## src/rtl/vad_mac_pkg.sv

```systemverilog
// Shared defaults and FSM encoding for the MAC frame controller.
// Imported by mac_ctrl and mac_frame_shreg.
package vad_mac_pkg;

   localparam int WORD_W_DEF  = 3;
   localparam int N_WORDS_DEF = 36;
   localparam int TIMEOUT_DEF = 64;

   typedef enum logic [1:0] {
      S_IDLE = 2'd0,
      S_FEED = 2'd1,
      S_WAIT = 2'd2,
      S_OUT  = 2'd3
   } state_t;

   // Counter width for values 0..n-1, at least one bit.
   function automatic int cnt_width(input int n);
      return (n > 1) ? $clog2(n) : 1;
   endfunction

endpackage

```

## src/rtl/mac_frame_shreg.sv

```systemverilog
// Loadable frame shift register for the MAC feed path.
// The top word is presented; each shift brings the next word up.
module mac_frame_shreg
   import vad_mac_pkg::*;
#(
   parameter int WORD_W  = WORD_W_DEF,
   parameter int N_WORDS = N_WORDS_DEF
) (
   input  logic                      clk,
   input  logic                      rst_n,
   input  logic                      load,
   input  logic                      shift,
   input  logic [WORD_W*N_WORDS-1:0] din,
   output logic [WORD_W-1:0]         word
);

   localparam int FRAME_W = WORD_W * N_WORDS;

   logic [FRAME_W-1:0] q;

   // Capture a whole frame, then move words up one slot per shift.
   always_ff @(posedge clk or negedge rst_n) begin
      if (!rst_n) begin
         q <= '0;
      end else if (load) begin
         q <= din;
      end else if (shift) begin
         q <= {q[FRAME_W-WORD_W-1:0], {WORD_W{1'b0}}};
      end
   end

   assign word = q[FRAME_W-1 -: WORD_W];

endmodule

```

## src/rtl/mac_ctrl.sv

```systemverilog
// Frame-to-MAC sequencer: feeds words, collects the result, hands it off.
// Optional WAIT timeout is enabled by defining MAC_CTRL_TIMEOUT_EN.
module mac_ctrl
   import vad_mac_pkg::*;
#(
   parameter int WORD_W  = WORD_W_DEF,
   parameter int N_WORDS = N_WORDS_DEF,
   parameter int TIMEOUT = TIMEOUT_DEF
) (
   input  logic                      clk,
   input  logic                      rst_n,
   input  logic [WORD_W*N_WORDS-1:0] frame_data,
   input  logic                      frame_valid,
   output logic                      frame_ready,
   output logic [WORD_W-1:0]         mac_in,
   output logic                      mac_in_vld,
   output logic                      mac_clr,
   input  logic [1:0]                mac_out,
   input  logic                      mac_done,
   output logic [1:0]                res_data,
   output logic                      res_valid,
   input  logic                      res_ready,
   output logic                      busy,
   output logic [7:0]                frame_cnt,
   output logic [1:0]                err
);

   localparam int CNT_W = cnt_width(N_WORDS);
   localparam logic [CNT_W-1:0] LAST_WORD = CNT_W'(N_WORDS - 1);

   if (N_WORDS < 2 || TIMEOUT < 1) begin : g_bad_cfg
      $error("mac_ctrl: N_WORDS must be >= 2 and TIMEOUT >= 1");
   end

   state_t            state;
   logic [CNT_W-1:0]  word_cnt;
   logic [WORD_W-1:0] shreg_word;
   logic              hs;
   logic              early_err;
   logic              tmo_err;

`ifdef MAC_CTRL_TIMEOUT_EN
   localparam int TMO_W = cnt_width(TIMEOUT);
   localparam logic [TMO_W-1:0] TMO_LAST = TMO_W'(TIMEOUT - 1);
   logic [TMO_W-1:0] tmo_cnt;
`else
   assign tmo_err = 1'b0;
`endif

   assign frame_ready = (state == S_IDLE);
   assign hs          = frame_valid & frame_ready;
   assign mac_clr     = hs;
   assign mac_in_vld  = (state == S_FEED);
   assign mac_in      = mac_in_vld ? shreg_word : '0;
   assign res_valid   = (state == S_OUT);
   assign busy        = (state != S_IDLE);
   assign err         = {tmo_err, early_err};

   mac_frame_shreg #(
      .WORD_W  (WORD_W),
      .N_WORDS (N_WORDS)
   ) u_shreg (
      .clk   (clk),
      .rst_n (rst_n),
      .load  (hs),
      .shift (mac_in_vld),
      .din   (frame_data),
      .word  (shreg_word)
   );

   // Sequence a frame through FEED/WAIT/OUT and track count and errors.
   always_ff @(posedge clk or negedge rst_n) begin
      if (!rst_n) begin
         state     <= S_IDLE;
         word_cnt  <= '0;
         res_data  <= '0;
         frame_cnt <= '0;
         early_err <= 1'b0;
`ifdef MAC_CTRL_TIMEOUT_EN
         tmo_cnt   <= '0;
         tmo_err   <= 1'b0;
`endif
      end else begin
         unique case (state)
            S_IDLE: begin
               if (hs) begin
                  state    <= S_FEED;
                  word_cnt <= '0;
               end
            end
            S_FEED: begin
               if (mac_done) begin
                  early_err <= 1'b1;
               end
               if (word_cnt == LAST_WORD) begin
                  state    <= S_WAIT;
                  word_cnt <= '0;
`ifdef MAC_CTRL_TIMEOUT_EN
                  tmo_cnt  <= '0;
`endif
               end else begin
                  word_cnt <= word_cnt + 1'b1;
               end
            end
            S_WAIT: begin
               if (mac_done) begin
                  res_data <= mac_out;
                  state    <= S_OUT;
               end
`ifdef MAC_CTRL_TIMEOUT_EN
               else if (tmo_cnt == TMO_LAST) begin
                  tmo_err <= 1'b1;
                  state   <= S_IDLE;
               end else begin
                  tmo_cnt <= tmo_cnt + 1'b1;
               end
`endif
            end
            S_OUT: begin
               if (res_ready) begin
                  frame_cnt <= frame_cnt + 8'd1;
                  state     <= S_IDLE;
               end
            end
            default: state <= S_IDLE;
         endcase
      end
   end

endmodule

```

## config.mk

```make
export PLATFORM = sky130hd
export DESIGN_NAME = mac_ctrl
export DESIGN_NICKNAME = d
export VERILOG_FILES = /design/src/rtl/vad_mac_pkg.sv /design/src/rtl/mac_frame_shreg.sv /design/src/rtl/mac_ctrl.sv
export SDC_FILE = /design/constraint.sdc
export NUM_CORES = 1
export LEC_CHECK = 0
export CORE_MARGIN = 8
export CORE_UTILIZATION = 51
export CTS_CLUSTER_SIZE = 8
export DETAILED_ROUTE_END_ITERATION = 12
export HOLD_SLACK_MARGIN = 0.12
export PLACE_DENSITY = 0.85
export SKIP_LAST_GASP = 1
export SYNTH_ARGS = -nofsm -noshare
export SYNTH_HDL_FRONTEND = slang
export SYNTH_HIERARCHICAL = 1
export SYNTH_SLANG_ARGS = --single-unit
```

## constraint.sdc

```tcl
create_clock -name clk -period 1.9 [get_ports clk]
set_input_delay 0.57 -clock clk [delete_from_list [all_inputs] [get_ports clk]]
set_output_delay 0.57 -clock clk [all_outputs]
set_load 0.01 [all_outputs]
```

==> results.md <==
* Final worst slack at -0.0339 ns
* Reg clk slew, reported paths at around 0.060 ns
* Hold WS at roughly 0.46 ns
* Iter 0 DRT Violations at 330
* RSZ-0062 raised after global routing: true
* Most frequent cell after synthesis: dfrtp_1
* Post-DP HPWL at 9.89 mm
* Worst Clk Skew at 0.00877 ns
* Area share of the largest cell type after synthesis at 53.2%
* Mapped Avg Cell Area at 10.6 sq um
* Via Count at 4621
* Rows at 39
* Die height at 124 um
* Largest net degree at the start of global routing at 125
* Layer with the highest usage: met2
* R2R Setup Slk at -0.01 ns
* Met2 global-route usage at 31.8%
* Unique masters post-synth at 34
* Most instantiated cells after synthesis: dfrtp_1, nand2_1, mux2i_1
* First-pass GRT wire length at 24.6 mm
* Global routing met3 resource utilization at 4.72%
* Max clock buf depth at 2
* Setup-failing EPs final at 5
* MaxCap Viol Count at 0
* Area grow syn2layout at 38.4%
* Violated checks: negative setup slack
* Top post-synthesis cells by area: dfrtp_1, mux2i_1, o21ai_0, nand2_1, buf_4
* CP endpoint kind: primary output
* Final slew viol count at 0
* Post-Synthesis Cell Area at 5980 sq um
* Final period util at 102%
* Die area at around 15000 sq um
* Drt wl/cell at 16.9 um
* DRT Wirelength at 14.7 mm
* Post-Synthesis Cells at 566
* CTS tree: built
* Antenna cells at 0
* Seq/Total Area, Yosys at 53.2%
* Cell Chain, Critical Path: buf_6 > ha_4 > and2_4 > buf_6
* Crit-path max FO at 6
* Worst r2r dst: word_cnt[5]$_DFFE_PN0P_
* Max Freq at 0.517 GHz
* FF+latch count, synth at between 100 and 150
* Critical path's slowest cell: dfrtp_1
* Worst Hold Path EP: early_err$_DFFE_PN0P_
* Drt via density at 5.33
* Number of synthesized flops with an enable pin at 0
* Gr ovfl total at 0
* CP Class: flop to primary output
* Syn_nets at 687
* Area leader, netlist: dfrtp_1
* Buffers on Ports at 133
* Starting Density at a little over half
* Chip width at 124 um
* Worst EP required at 1.33 ns
* GR Util All Layers at 19.1%
* Type of origin of the critical path: flop
* Met1 GRT Util at 23.5%
* Critical path's largest stage delay at 0.40 ns
* CTS H-tree lvls at 4
* First-pass detailed-route iteration total at 5
* Worst IR Drop VDD at 0.629 mV
* Cell Pwr Density at 771 nW/um^2
* Worst path most repeated cell: buf_6
* NumNets Final at approximately 830
* Placeable core region at 11400 sq um
* Remaining antenna violation count at 0
* Vias in the first global route at 4957
* Min-Delay Path Class: flop to flop
* Min cycle time layout at 1.93 ns
* Num CTS Buffers at 17
* Status: finished with violations
* Fin util at 72.4%
* # IOs at 135
* Drt drc at 0
* Hold path start: early_err$_DFFE_PN0P_
* CTS root buf: clkbuf_16
* Clock sink count at 127
* Async set or reset register ratio after synthesis at 100%
* Top_reg_cell synth: dfrtp_1
* Final Hold Vio Count at 0
* Worst hold stages at 1
* Reg2Reg Launch Point: state[1]$_DFFE_PN0P_
* Fraction of layout cells with a size suffix above 1 at 13.3%
* GP Congestion at 0.798
* Leakage Power at between 4 and 5 nW
* Clock Latency Late Sink at ~0.4 ns
* Reg2reg path depth at 8
* Fill count at 813
* CP arrival at around 1.4 ns
* Antenna violations before repair at 0
* YS warnings at 6
cell usage in the layout, fill, tap and decap left out, types with 5 or more instances in the layout:
| master | netlist | layout |
|---|---|---|
| dfrtp_1 | 127 | 127 |
| nand2_1 | 115 | 115 |
| clkdlybuf4s50_1 | 0 | 114 |
| mux2i_1 | 108 | 106 |
| o21ai_0 | 97 | 96 |
| buf_4 | 16 | 26 |
| clkbuf_16 | 0 | 17 |
| o21ai_1 | 18 | 17 |
| buf_6 | 2 | 7 |
| dlygate4sd2_1 | 0 | 6 |
| buf_12 | 0 | 6 |
| nor2_1 | 5 | 5 |
| clkbuf_1 | 18 | 5 |
worst max-delay path by stage:
stage / cells after the start / slack (ns) / endpoint / from
finish: 4 / -0.03 / mac_in[2] / state[0]$_DFFE_PN0P_
detailed placement: 3 / -0.41 / mac_clr / frame_valid
global placement: 3 / -0.40 / mac_clr / frame_valid
floorplan: 7 / 0.07 / word_cnt[3]$_DFFE_PN0P_ / state[1]$_DFFE_PN0P_
global route: 8 / -0.09 / word_cnt[5]$_DFFE_PN0P_ / state[1]$_DFFE_PN0P_
CTS: 4 / -0.05 / mac_in[1] / state[0]$_DFFE_PN0P_
through the flow:
| stage | setup slack [ns] | instance area [sq um] | std cells | power [mW] | setup TNS [ns] |
|---|---|---|---|---|---|
| 2_1_floorplan | 0.0691 | 5980 | 566 | 2.76 | 0 |
| 3_3_place_gp | -0.400 | 7480 | 821 | 3.07 | -6.90 |
| 3_5_place_dp | -0.410 | 7480 | 821 | 3.08 | -10.72 |
| 4_1_cts | -0.0484 | 8170 | 862 | 6.44 | -0.175 |
| 5_1_grt | -0.0908 | 8270 | 867 | 6.59 | -0.518 |
| 6_report | -0.0339 | 8270 | 867 | 6.37 | -0.135 |
layout make-up:
| cell class | count | area [sq um] | share of cell area (%) |
|---|---|---|---|
| repair buffers | 169 | 1680 | 20.3 |
| flip-flops and latches | 127 | 3180 | 38.4 |
| clock inverters | 10 | 163 | 1.97 |
| inverters | 7 | 31.3 | 0.378 |
| multi-input cells | 389 | 2590 | 31.4 |
| well taps | 143 | 179 | 2.16 |
| clock buffers | 22 | 444 | 5.37 |
kinds of logic (layout without fill, tap and decap cells):
logic type / count (synthesis) / count (layout) / share of synthesized area [%]
buf+inv: 50 / 208 / 4.71
simple gates: 140 / 140 / 9.88
xor+xnor: 8 / 8 / 1.17
compound gates: 122 / 122 / 10.8
fa+ha+maj: 6 / 6 / 1.26
other cells: 1 / 1 / 0.0627
mux: 112 / 112 / 18.9
flops: 127 / 127 / 53.2
flip-flops by register name, summed over array words and instances (netlist names):
register,count
early_err,1
frame_cnt,8
res_data,2
state,2
u_shreg/q,108
word_cnt,6
power by group:
part                  switching [mW]  total (mW)  leakage (nW)  internal (mW)
clock                           1.15        3.35         0.288           2.20
combinational                 0.0993       0.320          2.36          0.221
sequential     0.0000000000000000557        2.71          1.75           2.71
total                           1.25        6.37          4.39           5.12
worst max-delay path: cells and delay by family, from the launching register on:
family                     cells  cell delay (ns)
buffers and inverters          2             0.24
DFF                            1             0.40
and+or+nand+nor                1             0.14
adders and majority gates      1             0.18
metal layers:
| metal | part of all wire [%] | wire [um] |
|---|---|---|
| met1 | 43 | 6340 |
| met2 | 50 | 7310 |
| met3 | 4.4 | 646 |
| met4 | 2.5 | 367 |
| met5 | 0 | 0 |
timing repair:
item / 4_1_cts / 5_1_grt
buffers inserted: 8 / 5
hold endpoints to repair: 21 / 0
hold buffers: 1 / 0
resized for setup: 49 / 22
pin swaps: 4 / 4
endpoints found under the setup margin: 27 / 20
Note: power is estimated with default switching activity, not from simulation.
